<file path="src/rtl/vga_timing_param.sv">
// vga_timing_param
// Parametrised VGA timing generator. Stage-0 counters produce active-area
// coordinates ahead of the video. Sync and active flags travel through a
// PIPE_DELAY-deep delay line so that pixel data from a source with
// PIPE_DELAY ticks of latency lines up with the registered sync outputs.
// Optional feature macro: VGA_TEST_PATTERN_EN adds a TestMode input that
// replaces RGB with eight vertical colour bars.
module vga_timing_param #(
    parameter int COLOR_W    = 8,
    parameter int H_SYNC     = 96,
    parameter int H_BP       = 48,
    parameter int H_ACTIVE   = 640,
    parameter int H_FP       = 16,
    parameter int V_SYNC     = 2,
    parameter int V_BP       = 33,
    parameter int V_ACTIVE   = 480,
    parameter int V_FP       = 10,
    parameter int H_POL      = 0,
    parameter int V_POL      = 0,
    parameter int PIPE_DELAY = 1
) (
    input  logic                 Clock,
    input  logic                 Reset,
    input  logic                 PixelEn,
    input  logic [3*COLOR_W-1:0] RGB,
`ifdef VGA_TEST_PATTERN_EN
    input  logic                 TestMode,
`endif
    output logic                 h_sync,
    output logic                 v_sync,
    output logic                 blank,
    output logic [COLOR_W-1:0]   R,
    output logic [COLOR_W-1:0]   G,
    output logic [COLOR_W-1:0]   B,
    output logic [9:0]           ColunaOut,
    output logic [9:0]           LinhaOut,
    output logic                 PixelReq,
    output logic                 FrameStart,
    output logic                 LineStart
);

    localparam int H_TOTAL     = H_SYNC + H_BP + H_ACTIVE + H_FP;
    localparam int V_TOTAL     = V_SYNC + V_BP + V_ACTIVE + V_FP;
    localparam int H_ACT_FIRST = H_SYNC + H_BP;
    localparam int V_ACT_FIRST = V_SYNC + V_BP;

    localparam logic [9:0] H_LAST_C  = 10'(H_TOTAL - 1);
    localparam logic [9:0] V_LAST_C  = 10'(V_TOTAL - 1);
    localparam logic [9:0] H_SYNC_C  = 10'(H_SYNC);
    localparam logic [9:0] V_SYNC_C  = 10'(V_SYNC);
    localparam logic [9:0] H_AF_C    = 10'(H_ACT_FIRST);
    localparam logic [9:0] H_AL_C    = 10'(H_ACT_FIRST + H_ACTIVE - 1);
    localparam logic [9:0] V_AF_C    = 10'(V_ACT_FIRST);
    localparam logic [9:0] V_AL_C    = 10'(V_ACT_FIRST + V_ACTIVE - 1);
    localparam logic       HP        = (H_POL != 0);
    localparam logic       VP        = (V_POL != 0);

    // Counters are 10 bits wide, so totals beyond 1024 cannot be represented.
    if (H_TOTAL > 1024) begin : g_h_total_chk
        $error("vga_timing_param: H_TOTAL exceeds 1024");
    end
    if (V_TOTAL > 1024) begin : g_v_total_chk
        $error("vga_timing_param: V_TOTAL exceeds 1024");
    end
    if (PIPE_DELAY < 1 || PIPE_DELAY > 4) begin : g_pipe_chk
        $error("vga_timing_param: PIPE_DELAY must be 1..4");
    end

    logic [9:0] r_hcnt;
    logic [9:0] r_vcnt;
    logic       w_hs0;
    logic       w_vs0;
    logic       w_h_act;
    logic       w_v_act;
    logic       w_act0;
    logic [9:0] w_x0;
    logic [9:0] w_y0;

    logic [PIPE_DELAY-1:0] r_dly_hs;
    logic [PIPE_DELAY-1:0] r_dly_vs;
    logic [PIPE_DELAY-1:0] r_dly_act;
    logic                  w_hs_d;
    logic                  w_vs_d;
    logic                  w_act_d;
    logic [3*COLOR_W-1:0]  w_rgb;

    logic                  r_h_sync;
    logic                  r_v_sync;
    logic                  r_blank;
    logic [COLOR_W-1:0]    r_r;
    logic [COLOR_W-1:0]    r_g;
    logic [COLOR_W-1:0]    r_b;

    // Stage-0 raster counters: column wraps at the line end, line wraps at the frame end.
    always_ff @(posedge Clock or negedge Reset) begin
        if (!Reset) begin
            r_hcnt <= '0;
            r_vcnt <= '0;
        end else if (PixelEn) begin
            if (r_hcnt == H_LAST_C) begin
                r_hcnt <= '0;
                r_vcnt <= (r_vcnt == V_LAST_C) ? 10'd0 : r_vcnt + 10'd1;
            end else begin
                r_hcnt <= r_hcnt + 10'd1;
            end
        end
    end

    assign w_hs0   = (r_hcnt < H_SYNC_C);
    assign w_vs0   = (r_vcnt < V_SYNC_C);
    assign w_h_act = (r_hcnt >= H_AF_C) && (r_hcnt <= H_AL_C);
    assign w_v_act = (r_vcnt >= V_AF_C) && (r_vcnt <= V_AL_C);
    assign w_act0  = w_h_act && w_v_act;
    assign w_x0    = w_act0 ? (r_hcnt - H_AF_C) : 10'd0;
    assign w_y0    = w_act0 ? (r_vcnt - V_AF_C) : 10'd0;

    assign ColunaOut  = w_x0;
    assign LinhaOut   = w_y0;
    assign PixelReq   = w_act0;
    assign FrameStart = (r_hcnt == 10'd0) && (r_vcnt == 10'd0);
    assign LineStart  = (r_hcnt == 10'd0);

    // Delay line that matches the stage-0 flags to the pixel-source latency.
    always_ff @(posedge Clock or negedge Reset) begin
        if (!Reset) begin
            r_dly_hs  <= '0;
            r_dly_vs  <= '0;
            r_dly_act <= '0;
        end else if (PixelEn) begin
            r_dly_hs[0]  <= w_hs0;
            r_dly_vs[0]  <= w_vs0;
            r_dly_act[0] <= w_act0;
            for (int i = 1; i < PIPE_DELAY; i++) begin
                r_dly_hs[i]  <= r_dly_hs[i-1];
                r_dly_vs[i]  <= r_dly_vs[i-1];
                r_dly_act[i] <= r_dly_act[i-1];
            end
        end
    end

    assign w_hs_d  = r_dly_hs[PIPE_DELAY-1];
    assign w_vs_d  = r_dly_vs[PIPE_DELAY-1];
    assign w_act_d = r_dly_act[PIPE_DELAY-1];

`ifdef VGA_TEST_PATTERN_EN
    localparam logic [9:0] BAR_W_C = 10'(H_ACTIVE / 8);

    logic [9:0] r_dly_x [PIPE_DELAY];
    logic [2:0] w_bar;

    // The x coordinate follows the same delay as the active flag for the bar pattern.
    always_ff @(posedge Clock or negedge Reset) begin
        if (!Reset) begin
            for (int i = 0; i < PIPE_DELAY; i++) begin
                r_dly_x[i] <= '0;
            end
        end else if (PixelEn) begin
            r_dly_x[0] <= w_x0;
            for (int i = 1; i < PIPE_DELAY; i++) begin
                r_dly_x[i] <= r_dly_x[i-1];
            end
        end
    end

    assign w_bar = 3'(r_dly_x[PIPE_DELAY-1] / BAR_W_C);

    // Colour source select: bars replace RGB while TestMode is high.
    always_comb begin
        w_rgb = RGB;
        if (TestMode) begin
            w_rgb = {{COLOR_W{w_bar[2]}}, {COLOR_W{w_bar[1]}}, {COLOR_W{w_bar[0]}}};
        end
    end
`else
    assign w_rgb = RGB;
`endif

    // Output register: polarity-adjusted syncs, blank_n and colour gated by the active flag.
    always_ff @(posedge Clock or negedge Reset) begin
        if (!Reset) begin
            r_h_sync <= ~HP;
            r_v_sync <= ~VP;
            r_blank  <= 1'b0;
            r_r      <= '0;
            r_g      <= '0;
            r_b      <= '0;
        end else if (PixelEn) begin
            r_h_sync <= ~(w_hs_d ^ HP);
            r_v_sync <= ~(w_vs_d ^ VP);
            r_blank  <= w_act_d;
            if (w_act_d) begin
                {r_r, r_g, r_b} <= w_rgb;
            end else begin
                r_r <= '0;
                r_g <= '0;
                r_b <= '0;
            end
        end
    end

    assign h_sync = r_h_sync;
    assign v_sync = r_v_sync;
    assign blank  = r_blank;
    assign R      = r_r;
    assign G      = r_g;
    assign B      = r_b;

endmodule

</file>
<file path="config.mk">
export PLATFORM = sky130hd
export DESIGN_NAME = vga_timing_param
export DESIGN_NICKNAME = d
export VERILOG_FILES = /design/src/rtl/vga_timing_param.sv
export SDC_FILE = /design/constraint.sdc
export NUM_CORES = 1
export LEC_CHECK = 0
export CAP_MARGIN = 20
export CORE_MARGIN = 2
export CORE_UTILIZATION = 52
export CTS_CLUSTER_DIAMETER = 100
export CTS_CLUSTER_SIZE = 12
export DETAILED_ROUTE_END_ITERATION = 6
export PLACE_DENSITY = 0.86
export SETUP_SLACK_MARGIN = 0.1
export SLEW_MARGIN = 40
export SYNTH_ARGS = -nofsm -noshare
export SYNTH_HDL_FRONTEND = slang
export SYNTH_SLANG_ARGS = --single-unit
</file>
<file path="constraint.sdc">
create_clock -name Clock -period 6.17 [get_ports Clock]
set_input_delay 0.9255 -clock Clock [delete_from_list [all_inputs] [get_ports Clock]]
set_output_delay 0.9255 -clock Clock [all_outputs]
set_load 0.02 [all_outputs]
</file>
-- Yosys cells after proc, flatten, opt, wreduce, memory -nomap -nowiden
Index checks and enable logic that the tools add are counted.
- reductions and logical operators: 7
- equal/unequal tests: 2
- bitwise logic cells: 2
- add/subtract/negate cells: 4
- order comparisons: 6
- multiplexer cells: 7
- operators with widths (kind ; count):
    10-bit 2-to-1 mux ; 4
    8-bit 2-to-1 mux ; 3
    10-bit by 1-bit adder with 10-bit output, second input constant ; 2
    10-bit == test, second input constant ; 2
    10-bit <= comparator, second input constant ; 2
    10-bit logical NOT ; 2
    10-bit by 6-bit greater-or-equal comparator with 1-bit output, second input constant ; 1
    10-bit by 8-bit greater-or-equal comparator with 1-bit output, second input constant ; 1
    10-bit by 2-bit < comparator with 1-bit output, second input constant ; 1
    10-bit by 7-bit < comparator with 1-bit output, second input constant ; 1
    10-bit by 6-bit subtractor with 10-bit output, second input constant ; 1
    10-bit by 8-bit subtractor with 10-bit output, second input constant ; 1
    1-bit logical AND ; 4
    1-bit inverter ; 2
    2-bit AND reduction ; 1
- output and inout bits: 50
- input port bits: 27
- flip-flop bits (word level): 50
- word-level logic and storage cells: 39

-- Longest topological paths before layout
- depth in word-level cells: 4
- gate-level depth with buffers: 7
- mapped depth without buffers: 6

-- Least setup slack after synthesis
Ideal clock, no wire load.
- path type: register to output
- start point: register r_vcnt[0]
- end point: output LinhaOut[8]
- path buffers: 2
- stages on the path, launching flop included: 8
- data arrival time: 1.954 ns
- setup slack: 3.291 ns
- data required time: 5.244 ns
- cells stage by stage: dfrtp_1 ha_1 buf_6 o41a_1 or3_4 o2111ai_2 buf_6 nor2_2
- word-level cells in the longest chain between the ends: 4
- elaborated cells on any way between the ends: 6
- those cells by class: add/sub: 1; order compare: 2; mux: 1; reduce/logical: 2
- RTL lines (item ; RTL line ; RTL):
    start, declared ; 70 ; logic [9:0] r_vcnt;
    start signal, assigned ; 102 ; r_vcnt <= (r_vcnt == V_LAST_C) ? 10'd0 : r_vcnt + 10'd1;
    10-bit by 6-bit greater-or-equal comparator with 1-bit output / 10-bit <= comparator (equally long branches) ; 112 ; assign w_v_act = (r_vcnt >= V_AF_C) && (r_vcnt <= V_AL_C);
    1-bit logical AND ; 112 ;
    1-bit logical AND ; 113 ; assign w_act0 = w_h_act && w_v_act;
    10-bit 2-to-1 mux (*) ; 115 ; assign w_y0 = w_act0 ? (r_vcnt - V_AF_C) : 10'd0;
    end, declared ; 36 ; output logic [9:0] LinhaOut,
Every way passes the cells marked *; elsewhere a longest branch is shown, timed or not.

-- Final worst setup path
- start point: register r_hcnt[0]
- end point: output ColunaOut[7]
- word-level cells in the longest chain between the ends: 4
- elaborated cells on any way between the ends: 6
- those cells by class: add/sub: 1; order compare: 2; mux: 1; reduce/logical: 2
- RTL lines (item ; RTL line ; RTL):
    start, declared ; 69 ; logic [9:0] r_hcnt;
    start signal, assigned ; 104 ; r_hcnt <= r_hcnt + 10'd1;
    10-bit by 8-bit greater-or-equal comparator with 1-bit output / 10-bit <= comparator (equally long branches) ; 111 ; assign w_h_act = (r_hcnt >= H_AF_C) && (r_hcnt <= H_AL_C);
    1-bit logical AND ; 111 ;
    1-bit logical AND ; 113 ;
    10-bit 2-to-1 mux (*) ; 114 ; assign w_x0 = w_act0 ? (r_hcnt - H_AF_C) : 10'd0;
    end, declared ; 35 ; output logic [9:0] ColunaOut,
Marked as above.

==> impl_metrics.py <==
metrics = {
    "status": {
        "outcome": "finished, final reports clean",
    },
    "placed_design": {
        "post-place-ws_ns": 2.533,
        "dpl_cell_area_sq_um": 3531,
        "hpwlAfterDp_mm": 4.417,
        "place_congestion": 0.9288,
        "numPlacedInstances": 439,
        "port_buffers": 76,
    },
    "timing": {
        "fin_setup_tns_ns": 0,
        "finalCritPeriodShare": 0.6405,
        "finalHoldViolations": 0,
        "fin_skew_ns": 0.006945,
        "slew_violations": 0,
        "max_freq_ghz": 0.2531,
        "tightest_slew_ns": 0.8051,
        "setup_viol": 0,
        "min_period_ns": 3.952,
        "grt_setup_unrepaired": "false",
        "setup_ws_ns": 2.218,
        "holdWs_ns": 0.5251,
        "maxSlewHeadroom": 0.4633,
    },
    "logic_synthesis": {
        "postSynthAreaPerCell_sq_um": 8.790,
        "async_flop_share": 1.000,
        "synth_edf_count": 0,
        "synth.top_cells.by_area": "dfrtp_1, nand3_1, o21ai_0, inv_1, xnor2_1",
        "syn_inst": 318,
        "syn-num-nets": 353,
        "synth.distinct_cells": 44,
        "ys_top_cells_by_count": "dfrtp_1, inv_1, nand3_1, o21ai_0",
        "seq_area_frac_synth": 0.4485,
        "yosysTopAreaCell": "dfrtp_1",
        "yosysMostFrequentCell": "dfrtp_1",
        "synth-main-ff-cell": "dfrtp_1",
        "synth_area_sq_um": 2795,
        "yosys_register_bits": 50,
        "synth_top_area_frac": 0.4297,
        "yosysWarnings": 0,
    },
    "detailed_routing": {
        "wl_mm": 6.359,
        "wl_per_cell_microns": 14.23,
        "first_pass_iters": 4,
        "drt_iter0_drc": 256,
        "remaining_drc_errors": 0,
        "drtAntennaViolNets": 0,
        "avgViaCountPerCell": 5.418,
        "vias": 2422,
    },
    "floorplan": {
        "die-area_sq_um": 5978,
        "die_x_microns": 77.32,
        "rows": 26,
        "start_util": 0.5438,
        "die_h_microns": 77.32,
        "coreArea_sq_um": 5140,
        "io_pins": 77,
    },
    "clock_network": {
        "cts_tree": "done",
        "cts_buffers": 5,
        "ctsLongestPathBuffers": 2,
        "clk_latency_ns": 0.30,
        "htree_levels": 2,
        "cts_root_buffer": "clkbuf_8",
        "cts_setup_buffers": 0,
        "clk_pin_slew_worst_paths_ns": 0.09,
        "clock-sinks": 50,
        "cts-resized-gates": 0,
        "hold_buffers": 0,
    },
    "finish": {
        "n_antenna_cell": 0,
        "stdcell_count": 447,
        "drive_above_1_share": 0.08223,
        "stdcell_area_sq_um": 3618,
        "syn_to_final_growth_pct": 29.45,
        "fin_util": 0.7040,
        "final_nets": 411,
    },
    "hold_path": {
        "holdPathStages": 2,
        "hold_path.class": "reg -> reg",
    },
    "critical_path": {
        "end_kind": "primary output",
        "arrival_ns": 3.03,
        "critPathMaxFanout": 21,
        "critPathKind": "reg -> out",
        "r2r_cells": 5,
        "crit_path_start_kind": "register",
        "worst_ep_required_time_ns": 5.24,
        "reg2reg_slack_ns": 3.81,
    },
    "global_routing": {
        "grt_max_degree": 66,
        "grt-ovfl-total": 0,
        "grt_usage": 0.2191,
        "grt_pass1_wl_mm": 10.67,
        "grt_pass1_vias": 2263,
        "antenna_found_initial": 0,
    },
    "power": {
        "finalPower_mw": 0.7138,
        "ir_drop_mv": 0.1345,
        "leakage_nw": 1.495,
        "powerDensity_nw_per_um2": 197.3,
    },
    "flow_run": {
        "max_cap_viol_count": 0,
    },
}
==> final timing paths <==
kind                       startpoint           end
setup reg to reg            r_vcnt[0]     r_dly_act
setup / recovery            r_hcnt[0]  ColunaOut[7]
hold / removal                   B[2]          B[2]
min in group asynchronous       Reset          G[7]
max in group asynchronous       Reset     r_vcnt[6]
hold reg to reg                  B[2]          B[2]
==> placed cells by master, fill, tap and decap left out, types with 9 or more instances in the layout <==
master           netlist  final
clkdlybuf4s50_1        0     74
nand3_1               36     36
nand2_1               13     13
inv_1                 39     39
o21ai_0               33     33
xnor2_1               15     15
dfrtp_1               48     48
nor2_2                 9      9
nor2_1                18     18
==> area by class of cell <==
cell class / count / area (sq um)
sequential: 50 / 1254
clock buffer: 5 / 68.82
timing repair buffer: 76 / 755.7
tap: 70 / 87.58
multi-input combinational: 203 / 1284
clock inverter: 3 / 18.77
inverter: 40 / 150.1
fill: 424 / 1521
==> power breakdown <==
| part | leakage (nW) | switching (mW) | internal, mW |
|---|---|---|---|
| clock | 0.0483 | 0.110 | 0.0800 |
| combinational | 0.794 | 0.0724 | 0.0617 |
| sequential | 0.652 | 0.0421 | 0.348 |
| total | 1.49 | 0.224 | 0.489 |
==> cells by family after synthesis <==
family                   share of synthesized area
AND/OR/NAND/NOR                             0.2252
buffers and inverters                      0.09624
AO/OA/AOI/OAI                               0.1146
flip-flops                                  0.4485
XOR/XNOR                                   0.05640
adder cells (fa/ha/maj)                    0.03581
multiplexers                               0.02328
==> flip-flops by register name, summed over array words and instances, names as in the netlist <==
register and flops:
B 8, h_sync 1, v_sync 1, blank 1, R 8, r_hcnt 10
G 8, r_dly_hs 1, r_vcnt 10, r_dly_act 1, r_dly_vs 1
==> critical path: stages (launching register included) <==
cell             delay (ns)
dfrtp_1                0.43
inv_1                  0.14
ha_1                   0.15
or3b_1                 0.37
nor3_2                 0.29
o2111ai_4              0.43
nor3_1                 0.29
clkdlybuf4s50_1        0.63
==> layer usage <==
metal,vias up,GRT usage,part of all wire
met2,91,0.3348,0.46
li1,1185,-,-
met4,0,0.05179,0.011
met1,1136,0.3048,0.44
met3,10,0.07059,0.087
met5,-,0,0
Note: power is estimated with default switching activity, not from simulation.
